## config.mk

```make
export PLATFORM = sky130hd
export DESIGN_NAME = bram_port_arbiter_flat
export DESIGN_NICKNAME = d
export VERILOG_FILES = /design/src/rtl/bram_port_arbiter_pkg.sv /design/src/rtl/bram_port_arbiter_if.sv /design/src/rtl/bram_port_arbiter_rr_grant.sv /design/src/rtl/bram_port_arbiter.sv /design/src/flat_wrapper.sv
export SDC_FILE = /design/constraint.sdc
export NUM_CORES = 1
export LEC_CHECK = 0
export ABC_AREA = 1
export CAP_MARGIN = 20
export CORE_AREA = 3 3 74 48
export DETAILED_ROUTE_END_ITERATION = 16
export DIE_AREA = 0 0 77 51
export HOLD_SLACK_MARGIN = 0.03
export PLACE_DENSITY_LB_ADDON = 0.1
export SYNTH_ARGS = -nofsm -noshare
export SYNTH_HDL_FRONTEND = slang
export SYNTH_SLANG_ARGS = --single-unit
```

## constraint.sdc

```tcl
create_clock -name clk -period 1.2 [get_ports clk]
set_clock_uncertainty 0.05 [all_clocks]
set_input_delay 0.18 -clock clk [delete_from_list [all_inputs] [get_ports clk]]
set_output_delay 0.18 -clock clk [all_outputs]
set_load 0.005 [all_outputs]
```

## src/rtl/bram_port_arbiter_pkg.sv

```systemverilog
// ============================================================================
// Package : bram_arb_pkg
// Brief   : Shared types and helpers for the BRAM port arbiter.
// Rev     : 1.0
// ============================================================================
`default_nettype none

package bram_arb_pkg;

    typedef enum logic [0:0] {ST_CLEAR, ST_RUN} arb_state_t;

    // Round-robin successor: g+1 wrapped to 0 at n.
    function automatic int unsigned rr_next(input int unsigned g, input int unsigned n);
        return (g + 32'd1 >= n) ? 32'd0 : g + 32'd1;
    endfunction

endpackage

`default_nettype wire

```

## src/rtl/bram_port_arbiter_if.sv

```systemverilog
// ============================================================================
// Interface : bram_port_arbiter_if
// Brief     : Requester handshake, response and memory-port bundle.
// Rev       : 1.0
// ============================================================================
`default_nettype none

interface bram_port_arbiter_if #(
    parameter int NUM_REQ = 2,
    parameter int ADDR_W  = 7,
    parameter int DATA_W  = 1
);
    logic [NUM_REQ-1:0]        req_valid;
    logic [NUM_REQ-1:0]        req_ready;
    logic [NUM_REQ-1:0]        req_we;
    logic [NUM_REQ*ADDR_W-1:0] req_addr;
    logic [NUM_REQ*DATA_W-1:0] req_wdata;
    logic [NUM_REQ-1:0]        rsp_valid;
    logic [DATA_W-1:0]         rsp_rdata;
    logic [ADDR_W-1:0]         mem_raddr;
    logic [ADDR_W-1:0]         mem_waddr;
    logic                      mem_we;
    logic [DATA_W-1:0]         mem_din;
    logic [DATA_W-1:0]         mem_dout;
    logic                      busy;

    modport master (
        output req_valid, req_we, req_addr, req_wdata, mem_dout,
        input  req_ready, rsp_valid, rsp_rdata, mem_raddr, mem_waddr, mem_we, mem_din, busy
    );

    modport slave (
        input  req_valid, req_we, req_addr, req_wdata, mem_dout,
        output req_ready, rsp_valid, rsp_rdata, mem_raddr, mem_waddr, mem_we, mem_din, busy
    );
endinterface

`default_nettype wire

```

## src/rtl/bram_port_arbiter_rr_grant.sv

```systemverilog
// ============================================================================
// Module : rr_grant
// Brief  : Round-robin priority picker; search starts at i_ptr and wraps.
// Rev    : 1.0
// ============================================================================
`default_nettype none

module rr_grant
    import bram_arb_pkg::*;
#(
    parameter int NUM_REQ = 2,
    parameter int PTR_W   = 1
) (
    input  logic [NUM_REQ-1:0] i_valid,
    input  logic [PTR_W-1:0]   i_ptr,
    output logic [NUM_REQ-1:0] o_grant,
    output logic [PTR_W-1:0]   o_idx,
    output logic               o_any
);

    // First pass covers ptr..N-1, second pass the wrapped part 0..ptr-1.
    always_comb begin
        o_grant = '0;
        o_idx   = '0;
        o_any   = 1'b0;
        for (int i = 0; i < NUM_REQ; i++) begin
            if (!o_any && i_valid[i] && (PTR_W'(i) >= i_ptr)) begin
                o_grant[i] = 1'b1;
                o_idx      = PTR_W'(i);
                o_any      = 1'b1;
            end
        end
        for (int i = 0; i < NUM_REQ; i++) begin
            if (!o_any && i_valid[i]) begin
                o_grant[i] = 1'b1;
                o_idx      = PTR_W'(i);
                o_any      = 1'b1;
            end
        end
    end

endmodule

`default_nettype wire

```

## src/rtl/bram_port_arbiter.sv

```systemverilog
// ============================================================================
// Module : bram_port_arbiter
// Brief  : Round-robin sharing of one simple-dual-port BRAM among NUM_REQ
//          requesters. Define BRAM_ARB_CLEAR_EN for a zeroing sweep on reset.
// Rev    : 1.0
// ============================================================================
`default_nettype none

module bram_port_arbiter
    import bram_arb_pkg::*;
#(
    parameter int NUM_REQ = 2,
    parameter int ADDR_W  = 7,
    parameter int DATA_W  = 1,
    parameter int DEPTH   = 128
) (
    input  logic              clk,
    input  logic              reset,
    bram_port_arbiter_if.slave bus
);

    localparam int               c_ptr_w = $clog2(NUM_REQ);
    localparam logic [ADDR_W:0]  c_depth = (ADDR_W+1)'(DEPTH);
`ifdef BRAM_ARB_CLEAR_EN
    localparam logic [ADDR_W-1:0] c_last      = ADDR_W'(DEPTH - 1);
    localparam arb_state_t        c_rst_state = ST_CLEAR;
`else
    localparam arb_state_t        c_rst_state = ST_RUN;
`endif

    arb_state_t          r_state;
    arb_state_t          w_state_nxt;
    logic [c_ptr_w-1:0]  r_rr_ptr;
    logic [c_ptr_w-1:0]  w_gnt_idx;
    logic [NUM_REQ-1:0]  w_cand;
    logic [NUM_REQ-1:0]  w_gnt;
    logic                w_gnt_any;
    logic                w_run;
    logic                w_sel_we;
    logic                w_in_range;
    logic [ADDR_W-1:0]   w_sel_addr;
    logic [DATA_W-1:0]   w_sel_wdata;
    logic [ADDR_W-1:0]   r_raddr;
    logic [ADDR_W-1:0]   r_waddr;
    logic [DATA_W-1:0]   r_din;
    logic [ADDR_W-1:0]   w_raddr;
    logic [ADDR_W-1:0]   w_waddr;
    logic [DATA_W-1:0]   w_din;
    logic                w_we;
    logic                r_rsp_pend;
    logic                r_rsp_oor;
    logic [c_ptr_w-1:0]  r_rsp_id;
    logic [NUM_REQ-1:0]  w_rsp_valid;
`ifdef BRAM_ARB_CLEAR_EN
    logic [ADDR_W-1:0]   r_clr_cnt;
`endif

    // Nothing is granted while reset is held, so reset values hold on outputs.
    assign w_run  = (r_state == ST_RUN) && !reset;
    assign w_cand = w_run ? bus.req_valid : '0;

    rr_grant #(
        .NUM_REQ (NUM_REQ),
        .PTR_W   (c_ptr_w)
    ) u_rr_grant (
        .i_valid (w_cand),
        .i_ptr   (r_rr_ptr),
        .o_grant (w_gnt),
        .o_idx   (w_gnt_idx),
        .o_any   (w_gnt_any)
    );

    assign w_sel_addr  = bus.req_addr[int'(w_gnt_idx)*ADDR_W +: ADDR_W];
    assign w_sel_wdata = bus.req_wdata[int'(w_gnt_idx)*DATA_W +: DATA_W];
    assign w_sel_we    = bus.req_we[w_gnt_idx];
    assign w_in_range  = {1'b0, w_sel_addr} < c_depth;

    // Next state and memory-port drive; idle cycles hold the last address/data.
    always_comb begin
        w_state_nxt = r_state;
        w_we        = 1'b0;
        w_raddr     = r_raddr;
        w_waddr     = r_waddr;
        w_din       = r_din;
        case (r_state)
            ST_RUN: begin
                if (w_gnt_any) begin
                    if (w_sel_we) begin
                        w_we    = w_in_range;
                        w_waddr = w_sel_addr;
                        w_din   = w_sel_wdata;
                    end else begin
                        w_raddr = w_sel_addr;
                    end
                end
            end
`ifdef BRAM_ARB_CLEAR_EN
            ST_CLEAR: begin
                w_we    = !reset;
                w_waddr = r_clr_cnt;
                w_din   = '0;
                if (r_clr_cnt == c_last) begin
                    w_state_nxt = ST_RUN;
                end
            end
`endif
            default: w_state_nxt = ST_RUN;
        endcase
    end

    always_ff @(posedge clk) begin
        if (reset) begin
            r_state <= c_rst_state;
        end else begin
            r_state <= w_state_nxt;
        end
    end

    always_ff @(posedge clk) begin
        if (reset) begin
            r_rr_ptr   <= '0;
            r_raddr    <= '0;
            r_waddr    <= '0;
            r_din      <= '0;
            r_rsp_pend <= 1'b0;
            r_rsp_oor  <= 1'b0;
            r_rsp_id   <= '0;
        end else begin
            r_raddr    <= w_raddr;
            r_waddr    <= w_waddr;
            r_din      <= w_din;
            r_rsp_pend <= w_gnt_any && !w_sel_we;
            r_rsp_oor  <= !w_in_range;
            r_rsp_id   <= w_gnt_idx;
            if (w_gnt_any) begin
                r_rr_ptr <= c_ptr_w'(rr_next(32'(w_gnt_idx), 32'(NUM_REQ)));
            end
        end
    end

`ifdef BRAM_ARB_CLEAR_EN
    always_ff @(posedge clk) begin
        if (reset) begin
            r_clr_cnt <= '0;
        end else if (r_state == ST_CLEAR) begin
            r_clr_cnt <= r_clr_cnt + ADDR_W'(1);
        end
    end
`endif

    // A response due while reset is asserted is dropped.
    always_comb begin
        w_rsp_valid = '0;
        for (int i = 0; i < NUM_REQ; i++) begin
            w_rsp_valid[i] = r_rsp_pend && !reset && (r_rsp_id == c_ptr_w'(i));
        end
    end

    assign bus.req_ready = w_gnt;
    assign bus.rsp_valid = w_rsp_valid;
    assign bus.rsp_rdata = r_rsp_oor ? '0 : bus.mem_dout;
    assign bus.mem_raddr = w_raddr;
    assign bus.mem_waddr = w_waddr;
    assign bus.mem_we    = w_we;
    assign bus.mem_din   = w_din;
    assign bus.busy      = (r_state == ST_CLEAR) || r_rsp_pend;

endmodule

`default_nettype wire

```

## src/flat_wrapper.sv

```systemverilog
// flat-port wrapper written by rule: the top's interface ports become plain ports
module bram_port_arbiter_flat import bram_arb_pkg::*;
#(
    parameter int NUM_REQ = 2,
    parameter int ADDR_W  = 7,
    parameter int DATA_W  = 1,
    parameter int DEPTH   = 128
)
  (clk, reset, bus_req_valid, bus_req_we, bus_req_addr, bus_req_wdata, bus_mem_dout, bus_req_ready, bus_rsp_valid, bus_rsp_rdata, bus_mem_raddr, bus_mem_waddr, bus_mem_we, bus_mem_din, bus_busy);
  bram_port_arbiter_if #(.NUM_REQ(NUM_REQ), .ADDR_W(ADDR_W), .DATA_W(DATA_W)) bus_i ();
  input  logic clk;
  input  logic reset;
  input wire logic [$bits(bus_i.req_valid)-1:0] bus_req_valid;
  input wire logic [$bits(bus_i.req_we)-1:0] bus_req_we;
  input wire logic [$bits(bus_i.req_addr)-1:0] bus_req_addr;
  input wire logic [$bits(bus_i.req_wdata)-1:0] bus_req_wdata;
  input wire logic [$bits(bus_i.mem_dout)-1:0] bus_mem_dout;
  output wire logic [$bits(bus_i.req_ready)-1:0] bus_req_ready;
  output wire logic [$bits(bus_i.rsp_valid)-1:0] bus_rsp_valid;
  output wire logic [$bits(bus_i.rsp_rdata)-1:0] bus_rsp_rdata;
  output wire logic [$bits(bus_i.mem_raddr)-1:0] bus_mem_raddr;
  output wire logic [$bits(bus_i.mem_waddr)-1:0] bus_mem_waddr;
  output wire logic [$bits(bus_i.mem_we)-1:0] bus_mem_we;
  output wire logic [$bits(bus_i.mem_din)-1:0] bus_mem_din;
  output wire logic [$bits(bus_i.busy)-1:0] bus_busy;
  assign bus_i.req_valid = bus_req_valid;
  assign bus_i.req_we = bus_req_we;
  assign bus_i.req_addr = bus_req_addr;
  assign bus_i.req_wdata = bus_req_wdata;
  assign bus_i.mem_dout = bus_mem_dout;
  assign bus_req_ready = bus_i.req_ready;
  assign bus_rsp_valid = bus_i.rsp_valid;
  assign bus_rsp_rdata = bus_i.rsp_rdata;
  assign bus_mem_raddr = bus_i.mem_raddr;
  assign bus_mem_waddr = bus_i.mem_waddr;
  assign bus_mem_we = bus_i.mem_we;
  assign bus_mem_din = bus_i.mem_din;
  assign bus_busy = bus_i.busy;
  bram_port_arbiter #(.NUM_REQ(NUM_REQ), .ADDR_W(ADDR_W), .DATA_W(DATA_W), .DEPTH(DEPTH)) u_core (.clk(clk), .reset(reset), .bus(bus_i));
endmodule
```

==> tab_implementation.tex, run 1 <==
\begin{tabular}{lr}
\hline
Metric & Value \\
\hline
\multicolumn{2}{l}{\textbf{Outcome}} \\
\quad Outcome & finished with violations \\
\quad Violated checks & setup timing \\
\multicolumn{2}{l}{\textbf{Routing}} \\
\quad Residual DRC & 0 \\
\quad Iteration count of the initial detailed-routing pass & 4 \\
\quad Antenna-violating nets left & 0 \\
\quad Via count of the routed design & 1475 \\
\quad Detailed-route wire length & 5300 µm \\
\quad Routed vias/inst & 4.73 \\
\quad First DRT Iteration DRCs & 81 \\
\quad Average wire per cell in the routed design & 17.0 µm \\
\multicolumn{2}{l}{\textbf{Global route}} \\
\quad Global-route wire length before repair & 7420 µm \\
\quad Vias in the first global route & 1497 \\
\quad Overall overflow remaining after global route & 0 \\
\quad Antenna violations before repair & 0 \\
\quad Maximum number of pins on one net before global-route repair & 19 \\
\quad All-layer global routing usage & 0.243 \\
\multicolumn{2}{l}{\textbf{Clock tree}} \\
\quad Cts-stage hold buffer count & 0 \\
\quad Clock slew at reported path FFs & 70 ps \\
\quad TritonCTS sink count & 18 \\
\quad Maximum buffer depth of the clock tree & 2 \\
\quad Clock latency on the worst-skew pair & 260 ps \\
\quad Clock root buffer & sky130\_fd\_sc\_hd\_\_clkbuf\_8 \\
\quad TritonCTS clock tree & done \\
\quad Clock buffer count from CTS & 3 \\
\quad CTS H-tree depth & 1 \\
\multicolumn{2}{l}{\textbf{Synth}} \\
\quad Synth Instances & 182 \\
\quad Commonest cells in the synthesized netlist & sky130\_fd\_sc\_hd\_\_inv\_1 (55), sky130\_fd\_sc\_hd\_\_nand2\_1 (51), sky130\_fd\_sc\_hd\_\_nand3\_1 (22) \\
\quad Leading area contributor after synthesis & sky130\_fd\_sc\_hd\_\_dfxtp\_1 \\
\quad Cells taking the most area after synthesis & sky130\_fd\_sc\_hd\_\_dfxtp\_1 (33\%), sky130\_fd\_sc\_hd\_\_inv\_1 (19\%), sky130\_fd\_sc\_hd\_\_nand2\_1 (17\%) \\
\quad Number of nets in the synthesized netlist & 205 \\
\quad Post-Syn Area & 1100 µm² \\
\quad Library cells used by synthesis & 19 \\
\quad Sequential element share of the synthesized area & 0.328 \\
\quad Most common cell in the netlist & sky130\_fd\_sc\_hd\_\_inv\_1 \\
\quad Proportion of register bits with asynchronous set or reset after synthesis & 0 \\
\quad Number of enable flip-flop cells after synthesis & 0 \\
\quad Post-synthesis average cell area & 6.03 µm² \\
\quad Warning count from the yosys run & 0 \\
\quad Share of Yosys cell area claimed by the top area cell type & 0.328 \\
\quad Most used DFF post-synth & sky130\_fd\_sc\_hd\_\_dfxtp\_1 \\
\quad Flip-flop and latch count after synthesis & 18 \\
\multicolumn{2}{l}{\textbf{Placement}} \\
\quad Placed wire-length estimate & 2330 µm \\
\quad Port Buffers & 42 \\
\quad Placed cells & 276 \\
\quad Placer's final routability congestion estimate & 0.875 \\
\quad DP Area & 1650 µm² \\
\quad Worst slack after detailed placement & -1040 ps \\
\multicolumn{2}{l}{\textbf{Die}} \\
\quad Die Span Y & 51 µm \\
\quad Ports & 45 \\
\quad Number of cell rows & 15 \\
\quad Overall die area & 3930 µm² \\
\quad Effective utilization at floorplan & 0.382 \\
\quad Core area & 2870 µm² \\
\quad Width of the chip & 77 µm \\
\multicolumn{2}{l}{\textbf{Critical path}} \\
\quad Worst setup path class & in -> out \\
\quad Worst R2R End & u\_core.r\_waddr[4]\$\_SDFF\_PP0\_ \\
\quad Reg2Reg Launch Point & u\_core.r\_rr\_ptr\$\_SDFFE\_PP0N\_ \\
\quad Arrival time of data at the critical path endpoint & 1610 ps \\
\quad Register-to-register setup slack & -600 ps \\
\quad Cell count of the worst reg-to-reg path & 15 \\
\quad Critical Path Source Type & primary input \\
\quad Critical-path maximum fanout & 5 \\
\quad Crit path required time & 970 ps \\
\quad Endpoint class of the critical path & output pin \\
\multicolumn{2}{l}{\textbf{Cells and area}} \\
\quad Post-route non-filler standard cell count & 312 \\
\quad Final net count & 295 \\
\quad Number of inserted diodes & 0 \\
\quad Area grow syn2layout & 127\% \\
\quad Share of cells above drive strength 1 & 0.622 \\
\quad Non-Filler Cell Area, Final & 2490 µm² \\
\multicolumn{2}{l}{\textbf{Power and ir drop}} \\
\quad Pwr Total & 2.13 mW \\
\quad IR Drop Worst-Case VDD & 0.000598 V \\
\quad Sw frac & 0.347 \\
\quad Proportion of power drawn by the clock network & 0.204 \\
\quad Seq pwr share & 0.309 \\
\quad Design internal power & 1.39 mW \\
\quad Combinational cell fraction of total power & 0.487 \\
\quad P\_leak & 1.25 nW \\
\quad Pwr per Cell Area & 858 nW/µm² \\
\quad Psw & 0.741 mW \\
\multicolumn{2}{l}{\textbf{Min path}} \\
\quad Hold path start & bus\_req\_valid[1] \\
\quad Cell depth of the worst hold path & 4 \\
\quad Terminating pin of the worst hold path & u\_core.r\_rr\_ptr\$\_SDFFE\_PP0N\_ \\
\quad Tightest Hold Check Type & in -> reg \\
\multicolumn{2}{l}{\textbf{STA}} \\
\quad Transition at the pin with the smallest max-transition slack & 246 ps \\
\quad Minimum setup slack in the final design & -638 ps \\
\quad Number of pins exceeding their max-slew limit in the final report & 0 \\
\quad Period Utilization, post-route & 1.53 \\
\quad Post-layout min period & 1840 ps \\
\quad Setup repair after global routing missed its margin & true \\
\quad Relative slew margins & 0.835 \\
\quad Total setup violations reported at the end of the flow & 35 \\
\quad Number of hold-slack violations in the final timing report & 0 \\
\quad Tightest hold margin & 308 ps \\
\quad Timing-limited maximum frequency & 0.544 GHz \\
\multicolumn{2}{l}{\textbf{Run}} \\
\quad Max-Cap Viols & 0 \\
\hline
\end{tabular}
## power groups by stage
stage / clock, mW / sequential, mW / combinational [mW]
2_1_floorplan: 0 / 0.666 / 0.263
3_3_place_gp: 0 / 0.667 / 0.558
3_5_place_dp: 0 / 0.669 / 0.568
4_1_cts: 0.443 / 0.656 / 0.874
5_1_grt: 0.457 / 0.662 / 1.11
6_report: 0.436 / 0.660 / 1.04
## worst max path at each step
stage | end | slack (ps) | startpoint
final | bus_mem_waddr[2] | -640 | bus_req_we[1]
after global routing | bus_mem_waddr[0] | -700 | u_core.r_rr_ptr$_SDFFE_PP0N_
after CTS | bus_mem_waddr[0] | -590 | u_core.r_rr_ptr$_SDFFE_PP0N_
after detailed placement | bus_mem_waddr[3] | -1040 | bus_req_valid[1]
after global placement | bus_mem_waddr[3] | -1000 | bus_req_valid[1]
after floorplan | bus_mem_raddr[2] | 4 | u_core.r_rr_ptr$_SDFFE_PP0N_
## repair_timing
item	4_1_cts	5_1_grt
gates resized for setup	203	63
setup buffers	55	7
pin swaps	45	33
endpoints found under the setup margin	37	36
## kinds of logic after synthesis
family	synth area share
AO/OA/AOI/OAI	0.0194
buffers and inverters	0.237
AND/OR/NAND/NOR	0.415
flip-flops	0.328
## through the flow
| step | util | setup TNS (ps) |
|---|---|---|
| 3_5_place_dp | 0.575 | -27570 |
| 2_1_floorplan | - | 0 |
| 4_1_cts | 0.801 | -12700 |
| 3_3_place_gp | 0.575 | -25860 |
| 5_1_grt | 0.867 | -16160 |
| 6_report | 0.867 | -14110 |
## final cells by class
cell class / instances / area, µm²
Sequential cell: 18 / 363
Inverter: 56 / 213
Clock buffer: 3 / 41.3
Timing Repair Buffer: 92 / 882
Fill cell: 145 / 383
Tap cell: 42 / 52.6
Multi-Input combinational cell: 101 / 937
## layout by cell type, fill, tap and decap left out, types with 2 or more instances in the layout
cell type	instances
sky130_fd_sc_hd__buf_4	16
sky130_fd_sc_hd__nand3_1	7
sky130_fd_sc_hd__dfxtp_1	16
sky130_fd_sc_hd__inv_2	14
sky130_fd_sc_hd__buf_6	36
sky130_fd_sc_hd__nand2_8	4
sky130_fd_sc_hd__nand2_1	8
sky130_fd_sc_hd__nand3_4	10
sky130_fd_sc_hd__nand3_2	9
sky130_fd_sc_hd__nor2_2	3
sky130_fd_sc_hd__buf_12	3
sky130_fd_sc_hd__nor2_4	7
sky130_fd_sc_hd__dfxtp_2	2
sky130_fd_sc_hd__clkdlybuf4s50_1	18
sky130_fd_sc_hd__nand2_4	19
sky130_fd_sc_hd__dlygate4sd2_1	3
sky130_fd_sc_hd__nand2_2	22
sky130_fd_sc_hd__nor2_1	7
sky130_fd_sc_hd__clkbuf_8	3
sky130_fd_sc_hd__inv_1	41
sky130_fd_sc_hd__buf_2	15
## layer usage
| metal | wire length (µm) | global-route usage | up-vias | share of wire |
|---|---|---|---|---|
| li1 | - | - | 695 | - |
| met1 | 2280 | 0.296 | 722 | 0.43 |
| met2 | 2640 | 0.426 | 54 | 0.50 |
| met4 | 48 | 0.0680 | 0 | 0.0091 |
| met5 | 0 | 0 | - | 0 |
| met3 | 332 | 0.0687 | 4 | 0.063 |
## flip-flops by register name, summed over array words and instances (netlist names)
name,count
u_core.r_din,1
u_core.r_raddr,7
u_core.r_rr_ptr,1
u_core.r_rsp_id,1
u_core.r_rsp_pend,1
u_core.r_waddr,7
## worst max-delay path, stage by stage
cell	delay, ps
sky130_fd_sc_hd__clkdlybuf4s50_1	570
sky130_fd_sc_hd__inv_1	120
sky130_fd_sc_hd__nand3_4	150
sky130_fd_sc_hd__nand3_4	110
sky130_fd_sc_hd__buf_12	160
sky130_fd_sc_hd__nand2_1	90
sky130_fd_sc_hd__nand2_2	80
sky130_fd_sc_hd__inv_1	60
sky130_fd_sc_hd__buf_2	100
Note: power is estimated with default switching activity, not from simulation.
==> run 2: changes to the inputs <==
--- a/config.mk
+++ b/config.mk
@@ -11,6 +11,7 @@
 export DETAILED_ROUTE_END_ITERATION = 16
 export DIE_AREA = 0 0 77 51
 export HOLD_SLACK_MARGIN = 0.03
+export MAX_ROUTING_LAYER = met4
 export PLACE_DENSITY_LB_ADDON = 0.1
 export SYNTH_ARGS = -nofsm -noshare
 export SYNTH_HDL_FRONTEND = slang
==> tab_implementation.tex, run 2 (synthesis results as in run 1) <==
\begin{tabular}{lr}
\hline
Metric & Value \\
\hline
\multicolumn{2}{l}{\textbf{Critical path}} \\
\quad CP Cell Sequence & inv\_2 -> nand2\_4 -> buf\_6 -> nand2\_8 -> nand2\_4 -> nand3\_4 -> buf\_6 -> buf\_6 -> nand2\_4 -> nand2\_4 -> inv\_2 -> buf\_6 \\
\quad Critical Path Source Type & flip-flop \\
\quad Arrival time of data at the critical path endpoint & 1610 ps (about the same) \\
\quad Slowest Stage Delay on Critical Path & 340 ps (-230 ps) \\
\quad Crit path required time & 970 ps (about the same) \\
\quad Register-to-register setup slack & -620 ps (-20 ps) \\
\quad Buf/Inv on CP & 6 (+1) \\
\quad Reg2Reg Launch Point & u\_core.r\_rr\_ptr\$\_SDFFE\_PP0N\_ \\
\quad Critical-path maximum fanout & 4 (-1) \\
\quad Cell class contributing the biggest share of worst-path delay & buffers and inverters \\
\quad Slowest stage cell, crit path & sky130\_fd\_sc\_hd\_\_dfxtp\_2 \\
\quad Worst setup path class & reg -> out \\
\quad Endpoint class of the critical path & output pin \\
\quad Worst R2R End & u\_core.r\_waddr[4]\$\_SDFF\_PP0\_ \\
\quad Cell count of the worst reg-to-reg path & 15 (unchanged) \\
\multicolumn{2}{l}{\textbf{Min path}} \\
\quad Terminating pin of the worst hold path & bus\_rsp\_rdata \\
\quad Hold path start & bus\_mem\_dout \\
\quad Cell depth of the worst hold path & 0 (-4) \\
\quad Tightest Hold Check Type & in -> out \\
\multicolumn{2}{l}{\textbf{Cells and area}} \\
\quad Most frequent standard cell in the layout excluding fill and tap cells & sky130\_fd\_sc\_hd\_\_inv\_1 \\
\quad Filler cells & 148 (+2.1\%) \\
\quad Non-Filler Cell Area, Final & 2490 µm² (+0.10\%) \\
\quad Area grow syn2layout & 127\% \\
\quad Core occupancy in the finished layout & 0.868 (+0.000871) \\
\quad Share of cells above drive strength 1 & 0.620 (-0.00230) \\
\quad Commonest cells after routing, fill and taps aside & sky130\_fd\_sc\_hd\_\_inv\_1 (41), sky130\_fd\_sc\_hd\_\_buf\_6 (36), sky130\_fd\_sc\_hd\_\_nand2\_2 (22) \\
\quad Final net count & 296 (+0.34\%) \\
\quad Post-route non-filler standard cell count & 313 (+0.32\%) \\
\quad Number of inserted diodes & 0 (unchanged) \\
\quad Largest regs & u\_core.r\_raddr (7), u\_core.r\_waddr (7) \\
\multicolumn{2}{l}{\textbf{STA}} \\
\quad Total setup violations reported at the end of the flow & 35 (unchanged) \\
\quad Timing-limited maximum frequency & 0.544 GHz (about the same) \\
\quad Tightest hold margin & 310 ps (+1.90 ps) \\
\quad Setup repair after global routing missed its margin & true \\
\quad Transition at the pin with the smallest max-transition slack & 215 ps (-31.0 ps) \\
\quad Minimum setup slack in the final design & -639 ps (-0.722 ps) \\
\quad Number of pins exceeding their max-slew limit in the final report & 0 (unchanged) \\
\quad Number of hold-slack violations in the final timing report & 0 (unchanged) \\
\quad Post-layout min period & 1840 ps (+0.722 ps) \\
\quad Total negative slack & -14270 ps (-158 ps) \\
\quad Period Utilization, post-route & 1.53 (about the same) \\
\quad Relative slew margins & 0.856 (+0.0207) \\
\multicolumn{2}{l}{\textbf{Placement}} \\
\quad Port Buffers & 42 (unchanged) \\
\quad Placer's final routability congestion estimate & 0.890 (+1.6\%) \\
\quad DP Area & 1650 µm² (unchanged) \\
\quad Placed wire-length estimate & 2330 µm (unchanged) \\
\quad Placed cells & 276 (unchanged) \\
\multicolumn{2}{l}{\textbf{Clock tree}} \\
\quad Clock root buffer & sky130\_fd\_sc\_hd\_\_clkbuf\_8 \\
\quad Clock buffer count from CTS & 3 (unchanged) \\
\quad TritonCTS sink count & 18 (unchanged) \\
\quad TritonCTS clock tree & done \\
\quad Clock latency on the worst-skew pair & 260 ps (about the same) \\
\quad Clock slew at reported path FFs & 70 ps (about the same) \\
\quad Maximum buffer depth of the clock tree & 2 (unchanged) \\
\quad CTS H-tree depth & 1 (unchanged) \\
\multicolumn{2}{l}{\textbf{Die}} \\
\quad Number of cell rows & 15 (unchanged) \\
\quad Overall die area & 3930 µm² (unchanged) \\
\quad Width of the chip & 77 µm (unchanged) \\
\quad Core area & 2870 µm² (unchanged) \\
\quad Effective utilization at floorplan & 0.382 (unchanged) \\
\quad Ports & 45 (unchanged) \\
\quad Die Span Y & 51 µm (unchanged) \\
\multicolumn{2}{l}{\textbf{Routing}} \\
\quad Iteration count of the initial detailed-routing pass & 4 (unchanged) \\
\quad Residual DRC & 0 (unchanged) \\
\quad First DRT Iteration DRCs & 77 (-4.9\%) \\
\quad Antenna-violating nets left & 0 (unchanged) \\
\quad Average wire per cell in the routed design & 16.8 µm (-1.3\%) \\
\quad Via count of the routed design & 1464 (-0.75\%) \\
\quad Detailed-route wire length & 5250 µm (-0.94\%) \\
\quad Routed vias/inst & 4.68 (-1.1\%) \\
\multicolumn{2}{l}{\textbf{Outcome}} \\
\quad Violated checks & setup timing \\
\quad Outcome & finished with violations \\
\multicolumn{2}{l}{\textbf{Global route}} \\
\quad Global-route wire length before repair & 7420 µm (about the same) \\
\quad Antenna violations before repair & 0 (unchanged) \\
\quad Maximum number of pins on one net before global-route repair & 19 (unchanged) \\
\quad All-layer global routing usage & 0.251 (+0.00751) \\
\quad Overall overflow remaining after global route & 0 (unchanged) \\
\quad Vias in the first global route & 1493 (-0.27\%) \\
\multicolumn{2}{l}{\textbf{Power and ir drop}} \\
\quad IR Drop Worst-Case VDD & 0.000625 V (+4.5\%) \\
\quad Pwr per Cell Area & 858 nW/µm² (about the same) \\
\quad P\_leak & 1.26 nW (+0.31\%) \\
\multicolumn{2}{l}{\textbf{Run}} \\
\quad Max-Cap Viols & 0 (unchanged) \\
\hline
\end{tabular}
## run 2: changes by cell type in the layout (fill, tap and decap cells not counted)
| cell | change |
|---|---|
| sky130_fd_sc_hd__buf_4 | +1 |
| sky130_fd_sc_hd__nand3_1 | +1 |
| sky130_fd_sc_hd__nand3_2 | -1 |
## run 2: what timing repair did
item                                   CTS  global route
hold buffers                             0             0
endpoints found under the hold margin    0             0
setup endpoints to repair               37            36
pin swaps                               45            33
cloned                                   0             0
gates resized for setup                203            61
buffers inserted                        55             7
## run 2: report_power, final
group / leakage [nW] / internal, mW / switching, mW
Combinational: 1.09 / 0.529 / 0.515
Sequential: 0.149 / 0.644 / 0.0161
Clock: 0.0216 / 0.224 / 0.209
## run 2: layer usage
layer	track usage	vias to the layer above	wire length, µm	part of all wire
met5	-	-	0	0
met2	0.426	44	2630	0.50
met1	0.299	713	2240	0.43
met3	0.0669	10	284	0.054
met4	0.0680	0	95	0.018
li1	-	697	-	-
## run 2: worst max-delay path by stage
stage	start	end	cells after the start
after global placement	bus_req_valid[1]	bus_mem_waddr[3]	10
after global routing	u_core.r_rr_ptr$_SDFFE_PP0N_	bus_mem_waddr[2]	11
after floorplan	u_core.r_rr_ptr$_SDFFE_PP0N_	bus_mem_raddr[2]	8
final	u_core.r_rr_ptr$_SDFFE_PP0N_	bus_mem_waddr[4]	12
after detailed placement	bus_req_valid[1]	bus_mem_waddr[3]	10
after CTS	u_core.r_rr_ptr$_SDFFE_PP0N_	bus_mem_waddr[0]	12
## run 2: cell type report
class / count / area [µm²] / area share
Clock buffer: 3 / 41.3 / 0.0166
Inverter: 56 / 213 / 0.0854
Multi-Input combinational cell: 101 / 932 / 0.374
Sequential cell: 18 / 363 / 0.146
Tap cell: 42 / 52.6 / 0.0211
Timing Repair Buffer: 93 / 890 / 0.357
## run 2: through the flow
step	worst slack [ps]	power [mW]
final	-639	2.14
after global routing	-703	2.23
after CTS	-594	1.97
after detailed placement	-1040	1.24
after global placement	-1000	1.23
after floorplan	3.88	0.929
==> run 3: changes to the inputs <==
--- a/config.mk
+++ b/config.mk
@@ -7,9 +7,11 @@
 export LEC_CHECK = 0
 export ABC_AREA = 1
 export CAP_MARGIN = 20
-export CORE_AREA = 3 3 74 48
+export CELL_PAD_IN_SITES_DETAIL_PLACEMENT = 0
+export CELL_PAD_IN_SITES_GLOBAL_PLACEMENT = 1
+export CORE_AREA = 3 3 90 58
 export DETAILED_ROUTE_END_ITERATION = 16
-export DIE_AREA = 0 0 77 51
+export DIE_AREA = 0 0 93 61
 export HOLD_SLACK_MARGIN = 0.03
 export MAX_ROUTING_LAYER = met4
 export PLACE_DENSITY_LB_ADDON = 0.1
==> tab_implementation.tex, run 3 (synthesis results as in run 1) <==
\begin{tabular}{lr}
\hline
Metric & Value \\
\hline
\multicolumn{2}{l}{\textbf{Outcome}} \\
\quad Outcome & finished with violations \\
\quad Violated checks & setup timing \\
\multicolumn{2}{l}{\textbf{Clock tree}} \\
\quad TritonCTS clock tree & done \\
\quad Maximum buffer depth of the clock tree & 2 (unchanged) \\
\quad Clock root buffer & sky130\_fd\_sc\_hd\_\_clkbuf\_8 \\
\quad Clock slew at reported path FFs & 70 ps (about the same) \\
\quad Clock latency on the worst-skew pair & 260 ps (about the same) \\
\quad Clock buffer count from CTS & 3 (unchanged) \\
\quad CTS H-tree depth & 1 (unchanged) \\
\quad Cts-stage hold buffer count & 0 (unchanged) \\
\quad TritonCTS sink count & 18 (unchanged) \\
\multicolumn{2}{l}{\textbf{Routing}} \\
\quad Routed vias/inst & 4.04 (-14\%) \\
\quad Via count of the routed design & 1371 (-6.4\%) \\
\quad Detailed-route wire length & 4110 µm (-22\%) \\
\quad First DRT Iteration DRCs & 29 (-62\%) \\
\quad Antenna-violating nets left & 0 (unchanged) \\
\quad Residual DRC & 0 (unchanged) \\
\quad Average wire per cell in the routed design & 12.1 µm (-28\%) \\
\quad Iteration count of the initial detailed-routing pass & 3 (-1) \\
\multicolumn{2}{l}{\textbf{Cells and area}} \\
\quad Most frequent standard cell in the layout excluding fill and tap cells & sky130\_fd\_sc\_hd\_\_inv\_1 \\
\quad Share of cells above drive strength 1 & 0.623 (+0.00326) \\
\quad Commonest cells after routing, fill and taps aside & sky130\_fd\_sc\_hd\_\_inv\_1 (43), sky130\_fd\_sc\_hd\_\_buf\_6 (40), sky130\_fd\_sc\_hd\_\_nand2\_2 (37) \\
\quad Final net count & 300 (+1.4\%) \\
\quad Number of inserted diodes & 0 (unchanged) \\
\quad Area grow syn2layout & 127\% (about the same) \\
\quad Post-route non-filler standard cell count & 339 (+8.3\%) \\
\quad Largest regs & u\_core.r\_raddr (7), u\_core.r\_waddr (7) \\
\quad Core occupancy in the finished layout & 0.558 (-0.310) \\
\quad Non-Filler Cell Area, Final & 2490 µm² (about the same) \\
\multicolumn{2}{l}{\textbf{STA}} \\
\quad Tightest hold margin & 310 ps (unchanged) \\
\quad Number of pins exceeding their max-slew limit in the final report & 0 (unchanged) \\
\quad Post-layout min period & 1760 ps (-77.7 ps) \\
\quad Relative slew margins & 0.851 (-0.00560) \\
\quad Timing-limited maximum frequency & 0.568 GHz (+4.4\%) \\
\quad Setup repair after global routing missed its margin & true \\
\quad Transition at the pin with the smallest max-transition slack & 224 ps (+8.58 ps) \\
\quad Total setup violations reported at the end of the flow & 35 (unchanged) \\
\quad Number of hold-slack violations in the final timing report & 0 (unchanged) \\
\quad Total negative slack & -12220 ps (+2050 ps) \\
\quad Minimum setup slack in the final design & -561 ps (+77.7 ps) \\
\quad Period Utilization, post-route & 1.47 (-0.0648) \\
\multicolumn{2}{l}{\textbf{Power and ir drop}} \\
\quad IR Drop Worst-Case VDD & 0.000360 V (-42\%) \\
\quad Pwr per Cell Area & 873 nW/µm² (+1.7\%) \\
\quad Pwr Total & 2.18 mW (+1.8\%) \\
\quad P\_leak & 1.27 nW (+1.4\%) \\
\multicolumn{2}{l}{\textbf{Die}} \\
\quad Ports & 45 (unchanged) \\
\quad Effective utilization at floorplan & 0.246 (-0.137) \\
\quad Number of cell rows & 19 (+4) \\
\quad Overall die area & 5670 µm² (+44\%) \\
\quad Width of the chip & 93 µm (+21\%) \\
\quad Core area & 4470 µm² (+56\%) \\
\quad Die Span Y & 61 µm (+20\%) \\
\multicolumn{2}{l}{\textbf{Global route}} \\
\quad Global-route wire length before repair & 6800 µm (-8.5\%) \\
\quad Maximum number of pins on one net before global-route repair & 19 (unchanged) \\
\quad Vias in the first global route & 1455 (-2.5\%) \\
\quad All-layer global routing usage & 0.159 (-0.0923) \\
\quad Antenna violations before repair & 0 (unchanged) \\
\quad Overall overflow remaining after global route & 0 (unchanged) \\
\multicolumn{2}{l}{\textbf{Critical path}} \\
\quad Crit path required time & 970 ps (about the same) \\
\quad Reg2Reg Launch Point & u\_core.r\_rr\_ptr\$\_SDFFE\_PP0N\_ \\
\quad Critical-path maximum fanout & 4 (unchanged) \\
\quad Worst setup path class & reg -> out \\
\quad Launch point of the worst path & u\_core.r\_rr\_ptr\$\_SDFFE\_PP0N\_ \\
\quad Arrival time of data at the critical path endpoint & 1530 ps (-80 ps) \\
\quad Endpoint class of the critical path & output pin \\
\quad Critical Path Source Type & flip-flop \\
\multicolumn{2}{l}{\textbf{Placement}} \\
\quad DP Area & 1640 µm² (-0.68\%) \\
\quad Placer's final routability congestion estimate & 0.759 (-15\%) \\
\quad Placed cells & 292 (+5.8\%) \\
\quad Worst slack after detailed placement & -986 ps (+53.4 ps) \\
\quad Placed wire-length estimate & 2380 µm (+2.0\%) \\
\quad Port Buffers & 42 (unchanged) \\
\multicolumn{2}{l}{\textbf{Min path}} \\
\quad Tightest Hold Check Type & in -> out \\
\quad Hold path start & bus\_mem\_dout \\
\multicolumn{2}{l}{\textbf{Run}} \\
\quad Max-Cap Viols & 0 (unchanged) \\
\hline
\end{tabular}
[run 3: cell types whose count changed in the layout (fill, tap and decap cells not counted), sizes merged]
cell	before	now
buf	72	74
clkbuf	3	4
dlygate4sd2	3	4
nand3	26	27
[run 3: critical path, stage by stage (launching register included)]
cell and delay (ps):
sky130_fd_sc_hd__dfxtp_2 320, sky130_fd_sc_hd__inv_2 60, sky130_fd_sc_hd__nand2_4 80, sky130_fd_sc_hd__buf_12 150
sky130_fd_sc_hd__nand3_4 70, sky130_fd_sc_hd__nand3_4 100, sky130_fd_sc_hd__buf_12 150, sky130_fd_sc_hd__buf_6 110
sky130_fd_sc_hd__nand2_4 50, sky130_fd_sc_hd__nand2_4 50, sky130_fd_sc_hd__inv_2 40, sky130_fd_sc_hd__buf_2 90
[run 3: per-layer routing]
layer / global-route usage / share of wire / up-vias
li1: - / - / 708
met1: 0.179 / 0.45 / 632
met2: 0.301 / 0.51 / 27
met3: 0.0359 / 0.035 / 4
met4: 0.0188 / 0.0073 / 0
met5: - / 0 / -
[run 3: path summary, 6_finish.rpt]
| path | slack, ps | end | cells past startpoint |
|---|---|---|---|
| max reg2reg | -470 | u_core.r_raddr[6]$_SDFF_PP0_ | 14 |
| min | 310 | bus_rsp_rdata | 0 |
| min reg2reg | 420 | u_core.r_rr_ptr$_SDFFE_PP0N_ | 2 |
| max | -560 | bus_mem_raddr[3] | 11 |
[run 3: repair_timing]
| action | in CTS | in global routing |
|---|---|---|
| setup buffers | 63 | 3 |
| cloned | 2 | 0 |
| setup endpoints to repair | 37 | 36 |
| resized for setup | 189 | 49 |
| pin swaps | 48 | 27 |
| endpoints found under the hold margin | 0 | 0 |
[run 3: power by group]
part / total, mW / internal (mW) / switching, mW
Clock: 0.528 / 0.292 / 0.236
Sequential: 0.656 / 0.643 / 0.0129
Combinational: 0.991 / 0.553 / 0.438
Total: 2.18 / 1.49 / 0.687
[run 3: layout make-up]
type                    instances  area (µm²)
clock buffers                   4        55.1
repair buffers                 96         958
fillers                       431        1980
well taps                      63        78.8
flip-flops and latches         18         363
inverters                      56         213
multi-input cells             102         825
